`src/rtl/serial_rx8.sv`:
```
// Asynchronous serial byte receiver: start, 8 data bits LSB first, optional even parity, one stop.
// Define SERIAL_RX8_PARITY_EN to add the parity bit and drive ParityErr.
module serial_rx8 #(
  parameter int unsigned CLKS_PER_BIT = 16
) (
  input  logic       CK,
  input  logic       Reset_n,
  input  logic       Rx,
  output logic [7:0] Data,
  output logic       Load,
  output logic       FrameErr,
  output logic       ParityErr,
  output logic       Busy
);

  localparam int unsigned CntW = (CLKS_PER_BIT > 1) ? $clog2(CLKS_PER_BIT) : 1;
  localparam logic [CntW-1:0] HalfLast = CntW'(CLKS_PER_BIT / 2 - 1);
  localparam logic [CntW-1:0] BitLast  = CntW'(CLKS_PER_BIT - 1);

`ifdef SERIAL_RX8_PARITY_EN
  typedef enum logic [2:0] {StIdle, StStart, StData, StParity, StStop} state_e;
`else
  typedef enum logic [2:0] {StIdle, StStart, StData, StStop} state_e;
`endif

  state_e            state_q, state_d;
  logic [1:0]        sync_q;
  logic              rxs;
  logic              rxs_prev_q;
  logic [CntW-1:0]   cnt_q;
  logic [2:0]        bit_q;
  logic [7:0]        shift_q;
  logic [7:0]        data_q;
  logic              load_q;
  logic              frame_err_q;
  logic              start_edge;
  logic              half_tick;
  logic              bit_tick;
`ifdef SERIAL_RX8_PARITY_EN
  logic              parity_bad_q;
  logic              parity_err_q;
`endif

  assign rxs        = sync_q[1];
  assign start_edge = rxs_prev_q & ~rxs;
  assign half_tick  = (cnt_q == HalfLast);
  assign bit_tick   = (cnt_q == BitLast);

  // State register
  always_ff @(posedge CK or negedge Reset_n) begin
    if (!Reset_n) begin
      state_q <= StIdle;
    end else begin
      state_q <= state_d;
    end
  end

  // Next-state logic
  always_comb begin
    state_d = state_q;
    unique case (state_q)
      StIdle:   if (start_edge) state_d = StStart;
      StStart:  if (half_tick) state_d = rxs ? StIdle : StData;
      StData: begin
        if (bit_tick && (bit_q == 3'd7)) begin
`ifdef SERIAL_RX8_PARITY_EN
          state_d = StParity;
`else
          state_d = StStop;
`endif
        end
      end
`ifdef SERIAL_RX8_PARITY_EN
      StParity: if (bit_tick) state_d = StStop;
`endif
      StStop:   if (bit_tick) state_d = StIdle;
      default:  state_d = StIdle;
    endcase
  end

  // Synchronizer, baud counter, shift register and registered result pulses
  always_ff @(posedge CK or negedge Reset_n) begin
    if (!Reset_n) begin
      sync_q       <= 2'b11;
      rxs_prev_q   <= 1'b1;
      cnt_q        <= '0;
      bit_q        <= '0;
      shift_q      <= '0;
      data_q       <= '0;
      load_q       <= 1'b0;
      frame_err_q  <= 1'b0;
`ifdef SERIAL_RX8_PARITY_EN
      parity_bad_q <= 1'b0;
      parity_err_q <= 1'b0;
`endif
    end else begin
      sync_q      <= {sync_q[0], Rx};
      rxs_prev_q  <= rxs;
      load_q      <= 1'b0;
      frame_err_q <= 1'b0;
`ifdef SERIAL_RX8_PARITY_EN
      parity_err_q <= 1'b0;
`endif

      // Start phase restarts at half a bit so later samples land mid-bit
      if ((state_q == StIdle) || ((state_q == StStart) && half_tick) ||
          ((state_q != StStart) && bit_tick)) begin
        cnt_q <= '0;
      end else begin
        cnt_q <= cnt_q + CntW'(1);
      end

      if (state_q == StIdle) begin
        bit_q <= '0;
`ifdef SERIAL_RX8_PARITY_EN
        parity_bad_q <= 1'b0;
`endif
      end

      if ((state_q == StData) && bit_tick) begin
        shift_q <= {rxs, shift_q[7:1]};
        bit_q   <= bit_q + 3'd1;
      end

`ifdef SERIAL_RX8_PARITY_EN
      if ((state_q == StParity) && bit_tick) begin
        parity_bad_q <= (^shift_q) ^ rxs;
      end
`endif

      if ((state_q == StStop) && bit_tick) begin
`ifdef SERIAL_RX8_PARITY_EN
        parity_err_q <= parity_bad_q;
        if (rxs && !parity_bad_q) begin
`else
        if (rxs) begin
`endif
          data_q <= shift_q;
          load_q <= 1'b1;
        end
        frame_err_q <= ~rxs;
      end
    end
  end

  // Outputs
  always_comb begin
    Busy     = (state_q != StIdle);
    Data     = data_q;
    Load     = load_q;
    FrameErr = frame_err_q;
`ifdef SERIAL_RX8_PARITY_EN
    ParityErr = parity_err_q;
`else
    ParityErr = 1'b0;
`endif
  end

endmodule
```
`config.mk`:
```
export PLATFORM = sky130hd
export DESIGN_NAME = serial_rx8
export DESIGN_NICKNAME = d
export VERILOG_FILES = /design/src/rtl/serial_rx8.sv
export SDC_FILE = /design/constraint.sdc
export NUM_CORES = 1
export LEC_CHECK = 0
export ABC_AREA = 1
export CAP_MARGIN = 20
export CORE_MARGIN = 3
export CORE_UTILIZATION = 45
export DETAILED_ROUTE_END_ITERATION = 10
export GPL_ROUTABILITY_DRIVEN = 0
export PLACE_DENSITY = 0.66
export SLEW_MARGIN = 20
export SYNTH_ARGS = -nofsm -noshare
export SYNTH_HDL_FRONTEND = slang
export SYNTH_SLANG_ARGS = --single-unit
```
`constraint.sdc`:
```
create_clock -name CK -period 2.2 [get_ports CK]
set_input_delay 0.44 -clock CK [delete_from_list [all_inputs] [get_ports CK]]
set_output_delay 0.44 -clock CK [all_outputs]
set_load 0.03 [all_outputs]
```
Yosys cells after proc, flatten, opt, wreduce, memory -nomap -nowiden:

Cells that the tools add are included.

* input port bits: 3
* bits in read-only memories: 0
* latch bits: 0
* word-level logic and storage cells: 48
* register bits: 31
* memories: 0
* output and inout bits: 12
* memory bits (writable): 0

* equal/unequal tests: 11
* $lt $le $gt $ge: 0
* $mul: 0
* div/mod/pow operators: 0
* muxes and demuxes: 12
* bitwise operators: 2
* add/subtract/negate cells: 2
* reductions and logical operators: 12
* shifts and indexed selects: 0

Operators with widths (count)
* $mux W3: 6
* $pmux W3 S4: 1
* $ne A2 B2 Y1 const B: 4
* $eq A3 B2 Y1 const B: 2
* $logic_and A1 B1 Y1: 5
* $add A4 B1 Y4 const B: 1
* $eq A4 B3 Y1 const B: 1
* $eq A4 B4 Y1 const B: 1
* $mux W4: 1
* $reduce_and A4 Y1: 1
* $add A3 B1 Y3 const B: 1
* $eq A3 B1 Y1 const B: 1
* $eq A3 B3 Y1 const B: 1
* $logic_not A3 Y1: 1
* $mux W1: 3
* $ne A3 B1 Y1 const B: 1
* $reduce_bool A3 Y1: 1
* $logic_or A1 B1 Y1: 2
* $mux W2: 1
* $reduce_and A2 Y1: 1
* $reduce_bool A2 Y1: 1
* $and A1 B1 Y1: 1
* $not A1 Y1: 1

Logic depth before layout (Yosys ltp):

Gate-level depths: netlist (run 1).

* word-level depth: 5
* depth in mapped cells: 8
* mapped depth without buffers: 8

Least setup slack after synthesis (run 1):

No wires, ideal clock.

* path type: register -> register
* from: register cnt_q[0]
* to: register data_q[6] (netlist: Data[6])
* required time: 2.082 ns
* stages on the path, launching flop included: 8
* slack: 0.947 ns
* data arrival time: 1.135 ns
* cells stage by stage: dfrtp_1 > ha_1 > nand3_4 > inv_6 > nand3_4 > buf_6 > nand2_2 > o21ai_2

* cells in the longest elaborated chain, start to end: 3

Ends and longest elaborated chain
* start, declared: line 30 `logic [CntW-1:0] cnt_q;`
* start signal, assigned: line 110 `cnt_q <= cnt_q + CntW'(1);`
* $eq A4 B4 Y1: line 47 `assign bit_tick = (cnt_q == BitLast);`
* $logic_and A1 B1 Y1: line 131 `if ((state_q == StStop) && bit_tick) begin`
* $reduce_and A2 Y1 (no line)
* end signal, assigned: line 138 `data_q <= shift_q;`
* end, declared: line 33 `logic [7:0] data_q;`

No other way between the ends.
A chain may end at the register's enable or synchronous reset.

Worst setup path in the final report (run 1):

* from: register state_q[0]
* to: output Busy

* cells in the longest elaborated chain, start to end: 1

Ends and longest elaborated chain
* start, declared: line 26 `state_e state_q, state_d;`
* start signal, assigned: line 52 `state_q <= StIdle;`
* start signal, assigned: line 54 `state_q <= state_d;`
* $reduce_bool A3 Y1: line 148 `Busy = (state_q != StIdle);`
* end, declared: line 13 `output logic Busy`

No other way between the ends.

==> flow_metrics.env, run 1 <==
export IMPL_status="complete, no violations"
export IMPL_routed_wl_mm=2.025
export IMPL_grt_pass1_vias=819
export IMPL_synth_top_area_share_pct=50.56
export IMPL_critPathMaxFanout=5
export IMPL_yosysWarningCount=0
export IMPL_syn_num_nets=137
export IMPL_antenna_found_initial=0
export IMPL_critPathTopFamily="buffers and inverters"
export IMPL_peakVddDrop_mv=0.7824
export IMPL_cap_violations=0
export IMPL_pre_cts_ws_ps=491.2
export IMPL_p_leak_nw=0.7388
export IMPL_max_stage_delay_ps=590
export IMPL_end_kind="primary output"
export IMPL_drc_errors=0
export IMPL_synthesis_area_sq_um=1336
export IMPL_clock_latency_ps=340
export IMPL_dr_pass1_iters=4
export IMPL_synth_common_cells="nand2_1, dfrtp_1, inv_1, o21ai_2, nor2_1"
export IMPL_comb_power_share_pct=25.4
export IMPL_synth_most_common_cell="nand2_1"
export IMPL_netlist_instances=131
export IMPL_finalSetupViolCount=0
export IMPL_p_sw_mw=0.4543
export IMPL_synth_seq_cells=30
export IMPL_p_int_mw=0.8342
export IMPL_cp_arrival_ps=1620
export IMPL_hold_class="register to register"
export IMPL_clockPowerShare_pct=24.0
export IMPL_ant_nets=0
export IMPL_grt_use_met1_pct=16.24
export IMPL_start_util_pct=48.04
export IMPL_wl_per_cell_microns=11.19
export IMPL_layout_setup_ws_ps=138.3
export IMPL_cts_resized=0
export IMPL_nNetsFinal=155
export IMPL_die_w_microns=60.50
export IMPL_yosysTopAreaCell="dfrtp_1"
export IMPL_grt_start_max_net_pins=31
export IMPL_track_usage_pct=13.64
export IMPL_synth_edf_count=0
export IMPL_p_total_mw=1.288
export IMPL_place_hpwl_mm=1.432
export IMPL_grt_busiest_layer="met2"
export IMPL_synth_main_ff_cell="dfrtp_1"
export IMPL_rows=19
export IMPL_setup_tns_ps=0
export IMPL_cts_sinks=30
export IMPL_grtUsageMet3_pct=4.468
export IMPL_fmax_ghz=0.4850
export IMPL_crit_chain="nor2_1, inv_1, clkdlybuf4s50_1"
export IMPL_ys_types=24
export IMPL_clkTransAtPathRegs_ps=90
export IMPL_fin_skew_ps=16.57
export IMPL_post_cts_buffers=0
export IMPL_cts_buffers=5
export IMPL_switching_share_pct=35.26
export IMPL_htree_levels=2
export IMPL_via_per_inst=4.718
export IMPL_critPathSlowestCell="clkdlybuf4s50_1"
export IMPL_met2_usage_pct=20.52
export IMPL_seqPwrFrac_pct=50.7
export IMPL_period_needed_ps=2062
export IMPL_root_buffer="clkbuf_4"
export IMPL_cts_hold_buf=0
export IMPL_rsz0062_at_grt="false"
export IMPL_drive_gt1_share_pct=23.33
export IMPL_overflow=0
export IMPL_vias=854
export IMPL_worst_setup_path_type="register to primary output"
export IMPL_synth_area_leaders="dfrtp_1, o21ai_2, nand2_1, dfstp_2, inv_1"
export IMPL_finalHoldViolCount=0
export IMPL_cts_tree="yes"
export IMPL_cp_buffers_inverters=2
export IMPL_maxSlewViolCount=0
export IMPL_worstSetupStartpointType="register"
export IMPL_dieArea_sq_um=3660
export IMPL_die_h_microns=60.50
export IMPL_postSynthAreaPerCell_sq_um=10.20
export IMPL_drt_iter0_markers=26
export IMPL_ys_async_sr_fraction_pct=100.0
export IMPL_hold_ws_ps=361.0
export IMPL_io_pin_count=15
export IMPL_timing_final_crit_share_pct=93.71
export IMPL_grt_pass1_wl_mm=3.512
export IMPL_antennaDiodeCount=0
export IMPL_synth_seq_area_share_pct=56.46
export IMPL_clockBufferDepth=2
export IMPL_layout_area_overhead_vs_synth_pct=14.79
export IMPL_critPathRequiredTime_ps=1760
export IMPL_core_sq_um=2781
export IMPL_power_density_nw_per_um2=840.0
export IMPL_io_buffer_count=13
## cells by family (layout without fill, tap and decap cells)
group           Yosys count  after routing  synth area share, %
fa+ha+maj                 3              3                2.809
simple gates             54             54                19.19
xor+xnor                  1              1               0.6556
compound gates           21             21                12.92
other cells               1              1               0.2806
buf+inv                  21             40                7.678
flops                    30             30                56.46
## area by class of cell
| cell class | instances | area, sq um |
|---|---|---|
| inverters | 18 | 72.57 |
| well taps | 31 | 38.79 |
| fillers | 270 | 1247 |
| multi-input cells | 80 | 479.2 |
| flip-flops and latches | 30 | 754.5 |
| clock inverters | 2 | 10.01 |
| repair buffers | 14 | 137.6 |
| clock buffers | 6 | 41.29 |
## per-layer routing
layer  wire [microns]  up-vias
li1                 -      446
met1              950      385
met2              926       17
met3               81        6
met4               65        0
met5                0        -
## placed cells by master, fill, tap and decap left out
master	instances
nor3_1	1
a21boi_0	1
nor2_1	6
ha_1	3
inv_1	16
clkinv_2	2
nand2_2	2
xor2_1	1
dfrtp_1	27
buf_4	1
nand2_4	1
o21ai_0	1
clkbuf_4	5
o21ai_2	16
dfstp_2	3
inv_2	1
nand3_4	2
o21a_1	1
nand3_1	4
o21bai_1	1
clkdlybuf4s50_1	13
nand2_1	37
a21oi_1	1
conb_1	1
clkbuf_1	1
nor2_4	1
inv_6	1
## state kept, by name (all words and copies together), names as in the netlist
| signal | flops |
|---|---|
| state_q | 2 |
| bit_q | 3 |
| Load | 1 |
| shift_q | 8 |
| cnt_q | 4 |
| Data | 8 |
| sync_q | 2 |
| FrameErr | 1 |
| rxs_prev_q | 1 |
## stage by stage
stage	std cells	util (%)	instance area (sq um)
after floorplan	131	-	1336
after global placement	173	53.31	1483
after detailed placement	173	53.31	1483
after CTS	181	55.15	1534
after global routing	181	55.15	1534
final	181	55.15	1534
## final timing paths
check                                        from                   end  slack, ps  cells past startpoint
max reg2reg                    cnt_q[0]$_DFF_PN0_   Data[4]$_DFFE_PN0P_        840                      6
min                           sync_q[0]$_DFF_PN1_   sync_q[1]$_DFF_PN1_        360                      0
min in group asynchronous                 Reset_n        Load$_DFF_PN0_        480                      2
max                        state_q[0]$_DFFE_PN0P_                  Busy        140                      3
min reg2reg                   sync_q[0]$_DFF_PN1_   sync_q[1]$_DFF_PN1_        360                      0
max in group asynchronous                 Reset_n  rxs_prev_q$_DFF_PN1_       1400                      2
## power by group through the flow
stage,Combinational (mW),Sequential (mW),Clock (mW)
finish,0.327,0.653,0.309
global placement,0.315,0.657,0
global route,0.368,0.663,0.351
floorplan,0.245,0.653,0
CTS,0.333,0.653,0.328
detailed placement,0.330,0.663,0
(Power assumes the default switching activity.)
==> run 2, diff against run 1 <==
Settings changed: RECOVER_POWER set to 100.
==> run 2 against run 1 <==
Via count increased by 0.12%. Maximum frequency is essentially flat. Clock power hardly changed. Core utilization down 2.8 points. Non-clock buffer count stayed put. Highest routed layer unchanged.
==> flow_metrics.env, run 2 (same netlist as run 1, synthesis figures left out) <==
export IMPL_routed_wl_mm=2.069
export IMPL_io_pin_count=15
export IMPL_rows=19
export IMPL_rsz0062_at_grt="false"
export IMPL_antennaDiodeCount=0
export IMPL_clockBufferDepth=2
export IMPL_cts_hold_buf=0
export IMPL_holdPathEnd="sync_q[1]$_DFF_PN1_"
export IMPL_dr_pass1_iters=4
export IMPL_clock_latency_ps=340
export IMPL_nFillCells=288
export IMPL_root_buffer="clkbuf_4"
export IMPL_grt_pass1_wl_mm=3.512
export IMPL_worstSetupStartpointType="register"
export IMPL_cp_buffers_inverters=2
export IMPL_die_w_microns=60.50
export IMPL_cts_sinks=30
export IMPL_status="complete, no violations"
export IMPL_wl_per_cell_microns=11.43
export IMPL_relSlewSlack_pct=50.92
export IMPL_placed_cell_area_sq_um=1483
export IMPL_crit_chain="nor2_1, inv_1, clkdlybuf4s50_1"
export IMPL_drc_errors=0
export IMPL_r2r_cells=5
export IMPL_cp_arrival_ps=1620
export IMPL_critPathRequiredTime_ps=1760
export IMPL_regToRegSetupSlack_ps=390
export IMPL_post_cts_buffers=0
export IMPL_drt_iter0_markers=33
export IMPL_critPathTopFamily="buffers and inverters"
export IMPL_place_hpwl_mm=1.432
export IMPL_hold_path_depth=0
export IMPL_grt_start_max_net_pins=31
export IMPL_hp_start="sync_q[0]$_DFF_PN1_"
export IMPL_core_sq_um=2781
export IMPL_fin_skew_ps=17.12
export IMPL_timing_final_crit_share_pct=93.66
export IMPL_max_stage_delay_ps=590
export IMPL_worst_setup_path_type="register to primary output"
export IMPL_finalHoldViolCount=0
export IMPL_overflow=0
export IMPL_power_density_nw_per_um2=874.4
export IMPL_cts_tree="yes"
export IMPL_grt_pass1_vias=819
export IMPL_peakVddDrop_mv=0.7710
export IMPL_hold_class="register to register"
export IMPL_drive_gt1_share_pct=13.33
export IMPL_setup_tns_ps=0
export IMPL_nNetsFinal=155
export IMPL_final_common_cell="nand2_1"
export IMPL_layout_area_overhead_vs_synth_pct=8.989
export IMPL_dieArea_sq_um=3660
export IMPL_final_cell_mix="nand2_1, dfrtp_1, inv_1"
export IMPL_cts_buffers=5
export IMPL_end_kind="primary output"
export IMPL_htree_levels=2
export IMPL_period_needed_ps=2060
export IMPL_antenna_found_initial=0
export IMPL_critPathSlowestCell="clkdlybuf4s50_1"
export IMPL_critPathMaxFanout=5
export IMPL_worst_pin_slew_ps=736.3
export IMPL_via_per_inst=4.724
export IMPL_r2r_start="cnt_q[0]$_DFF_PN0_"
export IMPL_r2r_end="shift_q[3]$_DFFE_PN0P_"
export IMPL_hold_ws_ps=366.4
export IMPL_die_h_microns=60.50
export IMPL_p_leak_nw=0.7368
export IMPL_start_util_pct=48.04
export IMPL_fmax_ghz=0.4853
export IMPL_cts_resized=0
export IMPL_maxSlewViolCount=0
export IMPL_track_usage_pct=13.64
export IMPL_clkTransAtPathRegs_ps=90
export IMPL_io_buffer_count=13
export IMPL_final_area_sq_um=1456
export IMPL_vias=855
export IMPL_cap_violations=0
export IMPL_ant_nets=0
export IMPL_finalSetupViolCount=0
-- run 2: cell count changes in the layout (fill, tap and decap cells not counted), moves of 2 or more --
cell	before	now
dlygate4sd3_1	0	12
o21ai_0	1	12
o21ai_2	16	5
clkdlybuf4s50_1	13	1
nand3_4	2	0
nand2_1	37	39
-- run 2: worst max-delay path by stage --
| stage | endpoint | depth (start not counted) | slack, ps | start |
|---|---|---|---|---|
| floorplan | Data[6]$_DFFE_PN0P_ | 7 | 950 | cnt_q[0]$_DFF_PN0_ |
| global placement | Busy | 3 | 530 | state_q[0]$_DFFE_PN0P_ |
| detailed placement | Busy | 3 | 490 | state_q[0]$_DFFE_PN0P_ |
| CTS | Busy | 3 | 120 | state_q[0]$_DFFE_PN0P_ |
| global route | Busy | 3 | 70 | state_q[0]$_DFFE_PN0P_ |
| finish | Busy | 3 | 140 | state_q[0]$_DFFE_PN0P_ |
-- run 2: power by group --
group | leakage [nW] | switching [mW] | total [mW] | internal, mW
registers | 0.401 | 0.0483 | 0.649 | 0.600
logic | 0.303 | 0.205 | 0.314 | 0.110
clock network | 0.0320 | 0.189 | 0.311 | 0.121
total | 0.737 | 0.442 | 1.27 | 0.831
-- run 2: per-stage QoR --
| step | cells | power, mW | util, % | setup WS, ps |
|---|---|---|---|---|
| 6_report | 181 | 1.274 | 52.36 | 139.5 |
| 5_1_grt | 181 | 1.364 | 52.36 | 70.04 |
| 4_1_cts | 181 | 1.314 | 55.15 | 115.2 |
| 3_3_place_gp | 173 | 0.9719 | 53.31 | 533.8 |
| 2_1_floorplan | 131 | 0.8980 | - | 946.9 |
| 3_5_place_dp | 173 | 0.9928 | 53.31 | 491.2 |
-- run 2: routing by layer --
metal / global-route usage, % / share of wire [%] / up-vias
met2: 20.52 / 45 / 18
met3: 4.468 / 4.5 / 7
met4: 10.22 / 3.2 / 0
met1: 16.24 / 47 / 386
met5: 0 / 0 / -
li1: - / - / 444
-- run 2: cell type report --
type                            instances  area (sq um)  share of cell area (%)
Sequential cell                        30         754.5                   51.80
Clock inverter                          2         10.01                  0.6873
Clock buffer                            6         41.29                   2.835
Multi-Input combinational cell         80         407.9                   28.01
Tap cell                               31         38.79                   2.663
Inverter                               18         68.82                   4.725
Timing Repair Buffer                   14         135.1                   9.278
==> run 3, diff against run 2 <==
Settings changed: CORE_MARGIN 3 to not set.
==> run 3 against run 2 <==
Sequential power barely moved. Worst setup slack better by 4.5 ps. Non-clock buffer count did not move. Sequential share of layout area unchanged. Die area fell by 13%. Highest routed layer unchanged.
==> flow_metrics.env, run 3 (same netlist as run 1, synthesis figures left out) <==
export IMPL_status="complete, no violations"
export IMPL_cts_resized=0
export IMPL_final_common_cell="nand2_1"
export IMPL_layout_area_overhead_vs_synth_pct=8.989
export IMPL_vias=864
export IMPL_post_cts_buffers=0
export IMPL_cts_hold_buf=0
export IMPL_start_util_pct=48.04
export IMPL_hold_class="register to register"
export IMPL_antennaDiodeCount=0
export IMPL_setup_tns_ps=0
export IMPL_cts_tree="yes"
export IMPL_relSlewSlack_pct=51.85
export IMPL_grt_start_max_net_pins=31
export IMPL_worst_pin_slew_ps=722.2
export IMPL_place_hpwl_mm=1.376
export IMPL_ant_nets=0
export IMPL_dr_pass1_iters=4
export IMPL_routed_wl_mm=2.048
export IMPL_grt_pass1_wl_mm=3.670
export IMPL_core_sq_um=2781
export IMPL_drc_errors=0
export IMPL_rsz0062_at_grt="false"
export IMPL_finalHoldViolCount=0
export IMPL_rows=19
export IMPL_regArea_sq_um=754.5
export IMPL_drt_iter0_markers=19
export IMPL_dieArea_sq_um=3192
export IMPL_antenna_found_initial=0
export IMPL_fmax_ghz=0.4864
export IMPL_via_per_inst=4.773
export IMPL_critPathRequiredTime_ps=1760
export IMPL_timing_final_crit_share_pct=93.45
export IMPL_final_cell_mix="nand2_1, dfrtp_1, inv_1"
export IMPL_fin_skew_ps=9.244
export IMPL_end_kind="primary output"
export IMPL_wl_per_cell_microns=11.31
export IMPL_p_total_mw=1.268
export IMPL_clockBufferDepth=2
export IMPL_die_h_microns=56.50
export IMPL_root_buffer="clkbuf_4"
export IMPL_power_density_nw_per_um2=870.9
export IMPL_clock_latency_ps=330
export IMPL_layout_setup_ws_ps=144.0
export IMPL_p_leak_nw=0.7365
export IMPL_io_pin_count=15
export IMPL_cap_violations=0
export IMPL_grt_pass1_vias=852
export IMPL_period_needed_ps=2056
export IMPL_maxSlewViolCount=0
export IMPL_peakVddDrop_mv=0.5597
export IMPL_worst_setup_path_type="register to primary output"
export IMPL_htree_levels=2
export IMPL_finalSetupViolCount=0
export IMPL_worstSetupStartpointType="register"
export IMPL_io_buffer_count=13
export IMPL_cp_arrival_ps=1620
export IMPL_pre_cts_ws_ps=503.3
export IMPL_nNetsFinal=155
export IMPL_clkTransAtPathRegs_ps=90
export IMPL_cts_buffers=5
export IMPL_nFillCells=276
export IMPL_critPathMaxFanout=5
export IMPL_multi_input_area_sq_um=407.9
export IMPL_cts_sinks=30
export IMPL_track_usage_pct=15.42
export IMPL_die_w_microns=56.50
export IMPL_drive_gt1_share_pct=13.33
export IMPL_overflow=0
-- run 3: area by class of cell --
class	count	share of cell area [%]
sequential	30	51.80
multi-input combinational	80	28.01
timing repair buffer	14	9.278
inverter	18	4.725
clock buffer	6	2.835
tap	31	2.663
clock inverter	2	0.6873
-- run 3: power breakdown --
group          switching, mW  leakage [nW]  internal [mW]
clock                  0.189        0.0320          0.121
combinational          0.199         0.303          0.109
sequential            0.0498         0.401          0.600
-- run 3: worst paths after layout --
kind,cells after the start,slack [ps],endpoint,from
worst max-delay path,3,140,Busy,state_q[0]$_DFFE_PN0P_
worst min-delay path,0,370,sync_q[1]$_DFF_PN1_,sync_q[0]$_DFF_PN1_
worst max register to register,5,380,shift_q[6]$_DFFE_PN0P_,cnt_q[0]$_DFF_PN0_
worst min register to register,0,370,sync_q[1]$_DFF_PN1_,sync_q[0]$_DFF_PN1_
max in group asynchronous,2,1050,FrameErr$_DFF_PN0_,Reset_n
min in group asynchronous,2,690,bit_q[0]$_DFFE_PN0P_,Reset_n
-- run 3: layer usage --
layer | up-vias | routed length [microns] | part of all wire, % | track usage, %
met3 | 2 | 97 | 4.7 | 7.143
met4 | 0 | 16 | 0.78 | 6.272
met1 | 402 | 1028 | 50 | 19.15
met5 | - | 0 | 0 | 0
met2 | 15 | 906 | 44 | 23.19
li1 | 445 | - | - | -
-- run 3: worst max-delay path, stage by stage, from the launching register on --
cell	delay, ps
dfrtp_1	450
nor2_1	200
inv_1	60
clkdlybuf4s50_1	590
-- run 3: metrics by stage --
stage	util (%)	std cells	hold slack, ps	area, sq um
after detailed placement	53.31	173	347.5	1483
after global routing	52.36	181	371.3	1456
after floorplan	-	131	144.4	1336
after CTS	55.15	181	362.0	1534
after global placement	53.31	173	345.9	1483
final	52.36	181	366.3	1456
